$ cat src/rtl/pack_sync_pkg.sv
// Shared types and constants for the frame-sync controller that sits between
// pack_finder and the DeFEC input.
package pack_sync_pkg;

  typedef enum logic [1:0] {
    HUNT  = 2'd0,
    PAY   = 2'd1,
    TRACK = 2'd2
  } sync_state_t;

  localparam int cPREA_LEN = 128;

endpackage

$ cat src/rtl/pack_sync_ctrl.sv
// Frame-sync controller: qualifies preamble hits into lock, marks payload with
// sop/eop, flywheels through missed preambles and drops lock after repeated misses.
module pack_sync_ctrl
  import pack_sync_pkg::*;
#(
  parameter int cPREA_LEN = pack_sync_pkg::cPREA_LEN,
  parameter int cPAY_LEN  = 1024,
  parameter int cWIN      = 4,
  parameter int cMISS_MAX = 3
) (
  input  logic        iclk,
  input  logic        irst,
  input  logic [4:0]  idat,
  input  logic        ival,
  input  logic        isop,
  output logic [4:0]  odat,
  output logic        oval,
  output logic        osop,
  output logic        oeop,
  output logic        olock,
  output logic        oflywheel,
  output logic        olost,
  output logic [15:0] ofrm_cnt
);

  localparam int PW = $clog2(cPAY_LEN + 1);
  localparam int GW = $clog2(cPREA_LEN + 1);
  localparam int MW = $clog2(cMISS_MAX + 1);

  // gap_cnt value on which the last preamble symbol is predicted, and the start of the early window
  localparam logic [GW-1:0] P_C    = GW'(cPREA_LEN - 1);
  localparam logic [GW-1:0] WLO_C  = GW'(cPREA_LEN - 1 - cWIN);
  localparam logic [PW-1:0] LAST_C = PW'(cPAY_LEN - 1);
  localparam logic [MW-1:0] MMAX_C = MW'(cMISS_MAX);

  sync_state_t   state_q, state_d;
  logic [PW-1:0] pay_q, pay_d;
  logic [GW-1:0] gap_q, gap_d;
  logic [MW-1:0] miss_q, miss_d;
  logic          fly_q, fly_d;
  logic          lock_q, lock_d;
  logic [15:0]   frm_q, frm_d;

  logic [4:0]    odat_q, odat_d;
  logic          oval_q, oval_d;
  logic          osop_q, osop_d;
  logic          oeop_q, oeop_d;
  logic          ofly_q, ofly_d;
  logic          olost_q, olost_d;

  // Next-state and next-output logic; nothing moves on a beat without ival.
  always_comb begin
    state_d = state_q;
    pay_d   = pay_q;
    gap_d   = gap_q;
    miss_d  = miss_q;
    fly_d   = fly_q;
    lock_d  = lock_q;
    frm_d   = frm_q;
    odat_d  = 5'd0;
    oval_d  = 1'b0;
    osop_d  = 1'b0;
    oeop_d  = 1'b0;
    ofly_d  = 1'b0;
    olost_d = 1'b0;
    if (ival) begin
      case (state_q)
        HUNT: begin
          if (isop) begin
            state_d = PAY;
            pay_d   = {PW{1'b0}};
            miss_d  = {MW{1'b0}};
            fly_d   = 1'b0;
            lock_d  = 1'b1;
          end else begin
            state_d = HUNT;
          end
        end
        PAY: begin
          oval_d = 1'b1;
          odat_d = idat;
          osop_d = (pay_q == {PW{1'b0}});
          oeop_d = (pay_q == LAST_C);
          ofly_d = fly_q;
          if (pay_q == LAST_C) begin
            state_d = TRACK;
            gap_d   = {GW{1'b0}};
            frm_d   = frm_q + 16'd1;
          end else begin
            pay_d = pay_q + PW'(1);
          end
        end
        TRACK: begin
          // A hit inside the window beats a miss on the predicted beat itself.
          if (isop && (gap_q >= WLO_C) && (gap_q <= P_C)) begin
            state_d = PAY;
            pay_d   = {PW{1'b0}};
            miss_d  = {MW{1'b0}};
            fly_d   = 1'b0;
          end else if (gap_q == P_C) begin
            if ((miss_q + MW'(1)) == MMAX_C) begin
              state_d = HUNT;
              miss_d  = {MW{1'b0}};
              lock_d  = 1'b0;
              olost_d = 1'b1;
            end else begin
              state_d = PAY;
              pay_d   = {PW{1'b0}};
              miss_d  = miss_q + MW'(1);
              fly_d   = 1'b1;
            end
          end else begin
            gap_d = gap_q + GW'(1);
          end
        end
        default: begin
          state_d = HUNT;
          lock_d  = 1'b0;
        end
      endcase
    end else begin
      state_d = state_q;
    end
  end

  // FSM and counter state registers.
  always_ff @(posedge iclk) begin
    if (irst) begin
      state_q <= HUNT;
      pay_q   <= {PW{1'b0}};
      gap_q   <= {GW{1'b0}};
      miss_q  <= {MW{1'b0}};
      fly_q   <= 1'b0;
      lock_q  <= 1'b0;
      frm_q   <= 16'd0;
    end else begin
      state_q <= state_d;
      pay_q   <= pay_d;
      gap_q   <= gap_d;
      miss_q  <= miss_d;
      fly_q   <= fly_d;
      lock_q  <= lock_d;
      frm_q   <= frm_d;
    end
  end

  // Output register stage, one cycle behind the input beat.
  always_ff @(posedge iclk) begin
    if (irst) begin
      odat_q  <= 5'd0;
      oval_q  <= 1'b0;
      osop_q  <= 1'b0;
      oeop_q  <= 1'b0;
      ofly_q  <= 1'b0;
      olost_q <= 1'b0;
    end else begin
      odat_q  <= odat_d;
      oval_q  <= oval_d;
      osop_q  <= osop_d;
      oeop_q  <= oeop_d;
      ofly_q  <= ofly_d;
      olost_q <= olost_d;
    end
  end

  assign odat      = odat_q;
  assign oval      = oval_q;
  assign osop      = osop_q;
  assign oeop      = oeop_q;
  assign olock     = lock_q;
  assign oflywheel = ofly_q;
  assign olost     = olost_q;
  assign ofrm_cnt  = frm_q;

endmodule

$ cat config.mk
export PLATFORM = sky130hd
export DESIGN_NAME = pack_sync_ctrl
export DESIGN_NICKNAME = d
export VERILOG_FILES = /design/src/rtl/pack_sync_pkg.sv /design/src/rtl/pack_sync_ctrl.sv
export SDC_FILE = /design/constraint.sdc
export NUM_CORES = 1
export LEC_CHECK = 0
export BUFFER_PORTS_ARGS = -buffer_cell sky130_fd_sc_hd__buf_4
export CAP_MARGIN = 20
export CORE_MARGIN = 2
export CORE_UTILIZATION = 50
export DETAILED_ROUTE_END_ITERATION = 10
export PLACE_DENSITY = 0.83
export SYNTH_ARGS = -nofsm -noshare
export SYNTH_HDL_FRONTEND = slang
export SYNTH_SLANG_ARGS = --single-unit
$ cat constraint.sdc
create_clock -name iclk -period 2.1 [get_ports iclk]
set_input_delay 0.42 -clock iclk [delete_from_list [all_inputs] [get_ports iclk]]
set_output_delay 0.42 -clock iclk [all_outputs]
set_load 0.005 [all_outputs]
# [Yosys cells after proc, flatten, opt, wreduce, memory -nomap -nowiden]
# Index checks and enable logic that the tools add are counted.
[totals] ff_bits=51 latchBits=0 mem_bits_rw=0 romBits=0 output_inout_bits=27 elab_cells=87 mem_count=0
[classes] n_addsub=4 mul=0 div_mod_pow=0 order_cmp=2 n_eq_ne=14 n_shift=0 mux=33 n_bitwise=4 n_reduce_logical=17
[op_table] cell="11-bit 2-to-1 mux" n=5
[op_table] cell="11-bit one-hot mux with 3 select lines" n=1
[op_table] cell="8-bit 2-to-1 mux" n=3
[op_table] cell="16-bit by 1-bit adder with 16-bit output, second input constant" n=1
[op_table] cell="8-bit one-hot mux with 2 select lines" n=1
[op_table] cell="2-bit 2-to-1 mux" n=7
[op_table] cell="2-bit != test, second input constant" n=7
[op_table] cell="1-bit 2-to-1 mux" n=12
[op_table] cell="6-bit AND reduction" n=2
[op_table] cell="11-bit by 1-bit adder with 11-bit output, second input constant" n=1
[op_table] cell="11-bit by 10-bit == test with 1-bit output, second input constant" n=1
[op_table] cell="11-bit zero test" n=1
[op_table] cell="5-bit AND reduction" n=2
[op_table] cell="8-bit by 1-bit adder with 8-bit output, second input constant" n=1
[op_table] cell="8-bit by 7-bit == test with 1-bit output, second input constant" n=1
[op_table] cell="8-bit by 7-bit >= comparator with 1-bit output, second input constant" n=1
[op_table] cell="8-bit by 7-bit <= comparator with 1-bit output, second input constant" n=1
[op_table] cell="3-bit != test, second input constant" n=2
[op_table] cell="2-bit one-hot mux with 3 select lines" n=1
[op_table] cell="3-bit AND reduction" n=2
[op_table] cell="5-bit OR reduction" n=1
[op_table] cell="2-bit == test, second input constant" n=2
[op_table] cell="1-bit inverter" n=4
[op_table] cell="2-bit one-hot mux with 2 select lines" n=1
[op_table] cell="other kinds (11)" n=13

# [Logic depth before layout (Yosys ltp)]
# Gate-level depths: netlist of the first run.
[depth] depth_word=6 ltp_mapped=7

# [Least setup slack after synthesis of the first run]
# No wires, ideal clock.
[synth_path] path_kind="reg-to-reg" from="reg gap_q[0]" to="reg gap_q[4]" setup_time_ns=0.121 t_arrival_ns=1.784 t_required_ns=1.979 setup_slack_ns=0.195 path_stages_with_launch=7 period_less_slack_ns=1.905 path_cell_list="dfxtp_1 ha_1 maj3_2 a311oi_4 and4_1 xnor2_1 nor2_1"
[synth_between] elab_chain_len=5 elab_cells_between_ends=12 classes_between="1 x add/sub; 2 x order compare; 3 x eq/ne; 3 x mux; 3 x reduce/logical"
[synth_lines] item="from (decl)" line_no="pack_sync_ctrl.sv:38" text="logic [GW-1:0] gap_q, gap_d;"
[synth_lines] item="from (signal assigned)" line_no="pack_sync_ctrl.sv:131" text="gap_q <= {GW{1'b0}};"
[synth_lines] item="from (signal assigned)" line_no="pack_sync_ctrl.sv:139" text="gap_q <= gap_d;"
[synth_lines] item="8-bit by 7-bit >= comparator with 1-bit output" line_no="pack_sync_ctrl.sv:95" text="if (isop && (gap_q >= WLO_C) && (gap_q <= P_C)) begin"
[synth_lines] item="1-bit logical AND (2 in a row)" line_no="pack_sync_ctrl.sv:95"
[synth_lines] item="2-bit != test (no source line)"
[synth_lines] item="5-bit AND reduction (no source line)"
# Several ways; a longest one is shown, not always the timed one. The select of a mux whose other input is x is not followed.
# A chain may end at the register's enable or synchronous reset.

# [Worst setup path after layout of the first run]
[layout_path] from="reg gap_q[0]" to="reg gap_q[7]"
# Same word-level chain as after synthesis.

==> metrics.md, run 1 <==
| Metric | Value |
|---|---|
| Max Clock Freq | `0.502 GHz` |
| First-pass GRT wire length | `8.79 mm` |
| Post-DP HPWL | `3.88 mm` |
| Rows | `25` |
| Status | `complete, no violations` |
| Drt first pass iters | `4` |
| Met1 usage | `28.1%` |
| Top post-synthesis cells by area | `dfxtp_1 (42%), nor2_1 (4.3%), xor2_1 (4.0%)` |
| Final Core Density | `61.5%` |
| Worst-Margin Slew | `0.373 ns` |
| CTS Sinks | `51` |
| Fin cells | `379` |
| Post-synth cell types | `45` |
| Slew Limit Fails | `0` |
| Syn_area_per_cell | `8.59 um^2` |
| Grt met3 use | `4.53%` |
| Largest net degree at the start of global routing | `22` |
| Area leader, netlist | `dfxtp_1` |
| Chip width | `73.7 um` |
| Rel. slew slack | `74.9%` |
| Final Hold Vio Count | `0` |
| Switching Power | `0.000366 W` |
| Global Route Usage Sum | `20.7%` |
| GRT met2 Usage | `32.7%` |
| Crit end category | `flip-flop` |
| P per Cell Area | `569 nW/um^2` |
| Min-delay src | `idat[1]` |
| Clock insertion delay at the later pin of the skew report | `0.30 ns` |
| Max Root-Sink Buffers | `2` |
| WL final | `5.38 mm` |
| Number of max-cap violations | `0` |
| Reg-to-Reg Start | `gap_q[0]` |
| Die ar. | `5440 um^2` |
| Antenna Violating Nets Remaining | `0` |
| Yosys top cell area share | `42.0%` |
| Initial antenna violation count | `0` |
| Number of global-route vias before repair | `1947` |
| Layout cells sized above 1 | `19.7%` |
| Root Buffer | `clkbuf_8` |
| FF-to-FF setup slack | `0.11 ns` |
| Sequential power share | `59.6%` |
| DRC | `0` |
| Hold worst-path end | `odat[1]` |
| Initial detailed-routing violation count | `159` |
| Finish-stage setup viols | `0` |
| Ratio of final minimum period to clock period | `94.8%` |
| FF-to-FF path depth | `7` |
| Area delta synth->final | `18.7%` |
| Hold path depth | `2` |
| Yosys warns | `0` |
| Number of synthesized flops with an enable pin | `0` |
| # H-tree levels | `2` |
| Number of top-level pins | `36` |
| Switching part of the total | `22.2%` |
| TritonCTS clock tree | `built` |
| Post-synth top cells | `dfxtp_1 (51), nor2_1 (28), nand2_1 (18), o21ai_0 (15), inv_1 (14)` |
| GRT busiest layer | `met2` |
| # fillers | `414` |
| Most numerous cell in the Yosys netlist | `dfxtp_1` |
| GRT overflow | `0` |
| Core footprint | `4690 um^2` |
| Async SR Flop Fraction | `0%` |
| Kind of critical path | `reg -> reg` |
| Critical R2R Capture | `gap_q[7]` |
| Mapped Cells | `283` |
| Clock-pin transition on the worst setup and hold timing paths | `0.10 ns` |
| Routed vias | `2209` |
| Hold WC Path Type | `in -> reg` |
| Post-synth net total | `296` |
| Placer Congestion | `0.825` |
| Post-Syn Area | `2430 um^2` |
| Internal power | `0.00128 W` |
| CP startpoint kind | `flip-flop` |
| Synth Flop Type | `dfxtp_1` |
| P_leak | `1.14 nW` |
| Comb power frac | `4.9%` |
| VDD IR max | `0.000323 V` |
| Clock Power Share | `35.5%` |
| Cell Count Post-Placement | `369` |
| WP data required | `2.29 ns` |
| Crit path DAT | `2.18 ns` |
| Synth Register Bits | `51` |
| Register area share after synthesis | `42.0%` |
| Antenna diode count | `0` |
| Total CTS buffers | `5` |
| Post-DP Area | `2770 um^2` |
| Routed len/inst | `14.2 um` |
| Crit path time final | `1.99 ns` |
| Crit-path max FO | `8` |
| Initial core utilization | `51.8%` |
| Setup Skew | `0.0132 ns` |
| Design area | `2890 um^2` |
| Die Y | `73.7 um` |
| PortBufs | `35` |
| Net count, final | `337` |
| Number of vias per cell | `5.83` |
-- cell type report --
type                            instances  area [um^2]  share of cell area [%]
Clock buffer                            6         82.6                    2.86
Clock inverter                          2         16.3                   0.564
Inverter                               14         52.6                    1.82
Multi-Input combinational cell        207         1310                    45.3
Sequential cell                        51         1020                    35.4
Tap cell                               54         67.6                    2.34
Timing Repair Buffer                   45          338                    11.7
-- sequential cells by signal (all words and copies together), names as in the netlist --
register   count
oval           1
state_q        2
olock          1
miss_q         2
odat           5
oflywheel      1
ofrm_cnt      16
oeop           1
olost          1
fly_q          1
osop           1
pay_q         11
gap_q          8
-- power groups by stage --
stage                     Combinational, W  Clock (W)  Sequential [W]
final                            0.0000800   0.000584        0.000980
after global routing             0.0000902   0.000651        0.000981
after CTS                        0.0000800   0.000604        0.000980
after detailed placement         0.0000796          0         0.00100
after global placement           0.0000778          0         0.00100
after floorplan                  0.0000452          0        0.000999
-- critical path, cell delays in order, from the launching register on --
cell and delay [ns]:
dfxtp_1 0.36, ha_1 0.23, maj3_2 0.35, a311oi_4 0.33
buf_4 0.21, o2111ai_1 0.14, xor2_1 0.20, nor2_1 0.06
-- stage by stage --
stage / worst slack (ns) / power (W) / TNS (ns) / hold slack (ns)
floorplan: 0.195 / 0.00104 / 0 / 0.423
global placement: 0.212 / 0.00108 / 0 / 0.454
detailed placement: 0.126 / 0.00108 / 0 / 0.468
CTS: 0.113 / 0.00166 / 0 / 0.312
global route: -0.00362 / 0.00172 / -0.00368 / 0.313
finish: 0.110 / 0.00164 / 0 / 0.313
-- timing repair --
item	CTS	global route
setup endpoints to repair	0	5
hold buffers	0	0
gates resized for setup	0	1
setup buffers	0	2
-- cells by family (layout without fill, tap and decap cells) --
family | Yosys count | count (layout) | synth area share (%)
simple gates | 137 | 137 | 31.7
xor+xnor | 19 | 19 | 6.84
fa+ha+maj | 5 | 5 | 2.52
buf+inv | 25 | 67 | 4.27
compound gates | 46 | 46 | 12.7
flops | 51 | 51 | 42.0
-- cell usage in the layout (no fill, tap or decap), types with 11 or more instances in the layout --
cell     instances
dfxtp_1         51
buf_4           45
nor2_1          28
nand2_1         18
o21ai_0         15
inv_1           14
nor4_1          12
nand4_1         11
nand3_1         11
xor2_1          11
-- layer usage --
metal  vias up  part of all wire, %  wire length, um
li1       1090                    -                -
met1      1055                   46             2460
met5         -                    0                0
met3         9                  4.6              245
met4         0                  1.2               65
met2        55                   48             2610
-- worst max path at each step --
| stage | slack (ns) | cells after the start | end | from |
|---|---|---|---|---|
| final | 0.11 | 7 | gap_q[7] | gap_q[0] |
| after global routing | -0.004 | 6 | pay_q[4] | state_q[0] |
| after CTS | 0.11 | 7 | gap_q[7] | gap_q[0] |
| after detailed placement | 0.13 | 7 | gap_q[7] | gap_q[0] |
| after global placement | 0.21 | 6 | gap_q[3] | ival |
| after floorplan | 0.20 | 6 | gap_q[4] | gap_q[0] |
Note: power is estimated with default switching activity, not from simulation.
==> run 2: changes to the inputs <==
Settings changed: CTS_CLUSTER_SIZE set to 25, MAX_ROUTING_LAYER set to met4.
==> run 2 against run 1 <==
Net effect:
- final area unchanged
- clock power hardly changed
- clock skew is 0.0012 ns higher
- register-to-register slack barely moved
- combinational power about the same
- wire length rose by 0.15%
==> metrics.md, run 2 (synthesis results as in run 1) <==
| Metric | Value |
|---|---|
| Clock Power Share | `35.6%` |
| FF-to-FF setup slack | `0.11 ns` |
| Crit end category | `flip-flop` |
| Routed vias | `2209` |
| Total CTS buffers | `5` |
| Status | `complete, no violations` |
| Net count, final | `337` |
| Hold WC Path Type | `in -> reg` |
| Max Clock Freq | `0.502 GHz` |
| Sequential power share | `59.5%` |
| Comb power frac | `4.9%` |
| Number of global-route vias before repair | `1944` |
| Hold worst-path end | `odat[1]` |
| Antenna Violating Nets Remaining | `0` |
| Switching part of the total | `22.4%` |
| Crit path time final | `1.99 ns` |
| Ratio of final minimum period to clock period | `94.9%` |
| P per Cell Area | `570 nW/um^2` |
| CP startpoint kind | `flip-flop` |
| First-pass GRT wire length | `8.79 mm` |
| Clock-pin transition on the worst setup and hold timing paths | `0.10 ns` |
| Rel. slew slack | `74.3%` |
| FF-to-FF path depth | `7` |
| # H-tree levels | `2` |
| Internal power | `0.00128 W` |
| Initial antenna violation count | `0` |
| P_leak | `1.14 nW` |
| Final Hold Vio Count | `0` |
| WL final | `5.39 mm` |
| Clock insertion delay at the later pin of the skew report | `0.30 ns` |
| Min-delay src | `idat[1]` |
| Finish-stage setup viols | `0` |
| PortBufs | `35` |
| DRC | `0` |
| Routed len/inst | `14.2 um` |
| Crit-path max FO | `8` |
| Most common cell after layout, fill and taps aside | `dfxtp_1` |
| Initial core utilization | `51.8%` |
| Kind of critical path | `reg -> reg` |
| Worst-Margin Slew | `0.382 ns` |
| Tot Pwr | `0.00165 W` |
| GRT overflow | `0` |
| Number of top-level pins | `36` |
| Largest net degree at the start of global routing | `22` |
| Max FFs per register | `16` |
| VDD IR max | `0.000326 V` |
| Rows | `25` |
| Die Y | `73.7 um` |
| Post-DP HPWL | `3.88 mm` |
| CTS Sinks | `51` |
| Drt first pass iters | `4` |
| Hold path depth | `2` |
| Global Route Usage Sum | `21.3%` |
| Layout cells sized above 1 | `19.7%` |
| Number of vias per cell | `5.83` |
| Antenna diode count | `0` |
| Critical R2R Capture | `gap_q[7]` |
| WP data required | `2.29 ns` |
| Switching Power | `0.000368 W` |
| Final Core Density | `61.5%` |
| Root Buffer | `clkbuf_8` |
| Setup Skew | `0.0145 ns` |
| Number of max-cap violations | `0` |
| Area delta synth->final | `18.7%` |
| Initial detailed-routing violation count | `152` |
| Max Root-Sink Buffers | `2` |
| Most frequent cells in the layout | `dfxtp_1 (51), buf_4 (45), nor2_1 (28)` |
| Slew Limit Fails | `0` |
| Die ar. | `5440 um^2` |
| Core footprint | `4690 um^2` |
| TritonCTS clock tree | `built` |
| Chip width | `73.7 um` |
| Reg-to-Reg Start | `gap_q[0]` |
| Placer Congestion | `0.837` |
| Crit path DAT | `2.18 ns` |
==> run 2: cell counts in the layout (fill, tap and decap cells not counted) <==
No cell type changed its count.
==> run 2: worst max-delay path, cell delays in order (launching register included) <==
cell and delay (ns):
dfxtp_1 0.36, ha_1 0.23, maj3_2 0.35, a311oi_4 0.33, buf_4 0.21, o2111ai_1 0.14, xor2_1 0.20, nor2_1 0.06
==> run 2: timing repair <==
item,CTS,global route
gates resized for setup,0,1
setup buffers,0,2
hold buffers,0,0
endpoints found under the setup margin,0,5
==> run 2: area by class of cell <==
cell class              instances  area [um^2]
clock buffers                   6         82.6
clock inverters                 2         16.3
fillers                       414         1810
inverters                      14         52.6
multi-input cells             207         1310
flip-flops and latches         51         1020
well taps                      54         67.6
repair buffers                 45          338
==> run 2: per-stage QoR <==
step | setup TNS [ns] | setup WS, ns | area [um^2] | hold slack, ns | instances
global route | -0.00363 | -0.00362 | 2890 | 0.313 | 379
global placement | 0 | 0.212 | 2770 | 0.454 | 369
finish | 0 | 0.108 | 2890 | 0.313 | 379
CTS | 0 | 0.113 | 2870 | 0.312 | 377
detailed placement | 0 | 0.126 | 2770 | 0.468 | 369
floorplan | 0 | 0.195 | 2430 | 0.423 | 283
==> run 2: power by group through the flow <==
stage | Combinational [W] | Sequential (W) | Clock (W)
3_3_place_gp | 0.0000778 | 0.00100 | 0
5_1_grt | 0.0000902 | 0.000981 | 0.000651
4_1_cts | 0.0000800 | 0.000980 | 0.000604
6_report | 0.0000802 | 0.000980 | 0.000587
3_5_place_dp | 0.0000796 | 0.00100 | 0
2_1_floorplan | 0.0000452 | 0.000999 | 0
==> run 2: how the worst max path moves through the flow <==
stage	start	cells after the start	endpoint	slack, ns
2_1_floorplan	gap_q[0]	6	gap_q[4]	0.20
3_3_place_gp	ival	6	gap_q[3]	0.21
3_5_place_dp	gap_q[0]	7	gap_q[7]	0.13
4_1_cts	gap_q[0]	7	gap_q[7]	0.11
5_1_grt	state_q[0]	6	pay_q[4]	-0.004
6_report	gap_q[0]	7	gap_q[7]	0.11
==> run 2: metal layers <==
| layer | GRT usage [%] | part of all wire (%) | wire [um] |
|---|---|---|---|
| met1 | 28.1 | 46 | 2480 |
| met2 | 32.7 | 49 | 2630 |
| met3 | 4.53 | 4.0 | 215 |
| met4 | 6.26 | 1.1 | 61 |
| met5 | - | 0 | 0 |
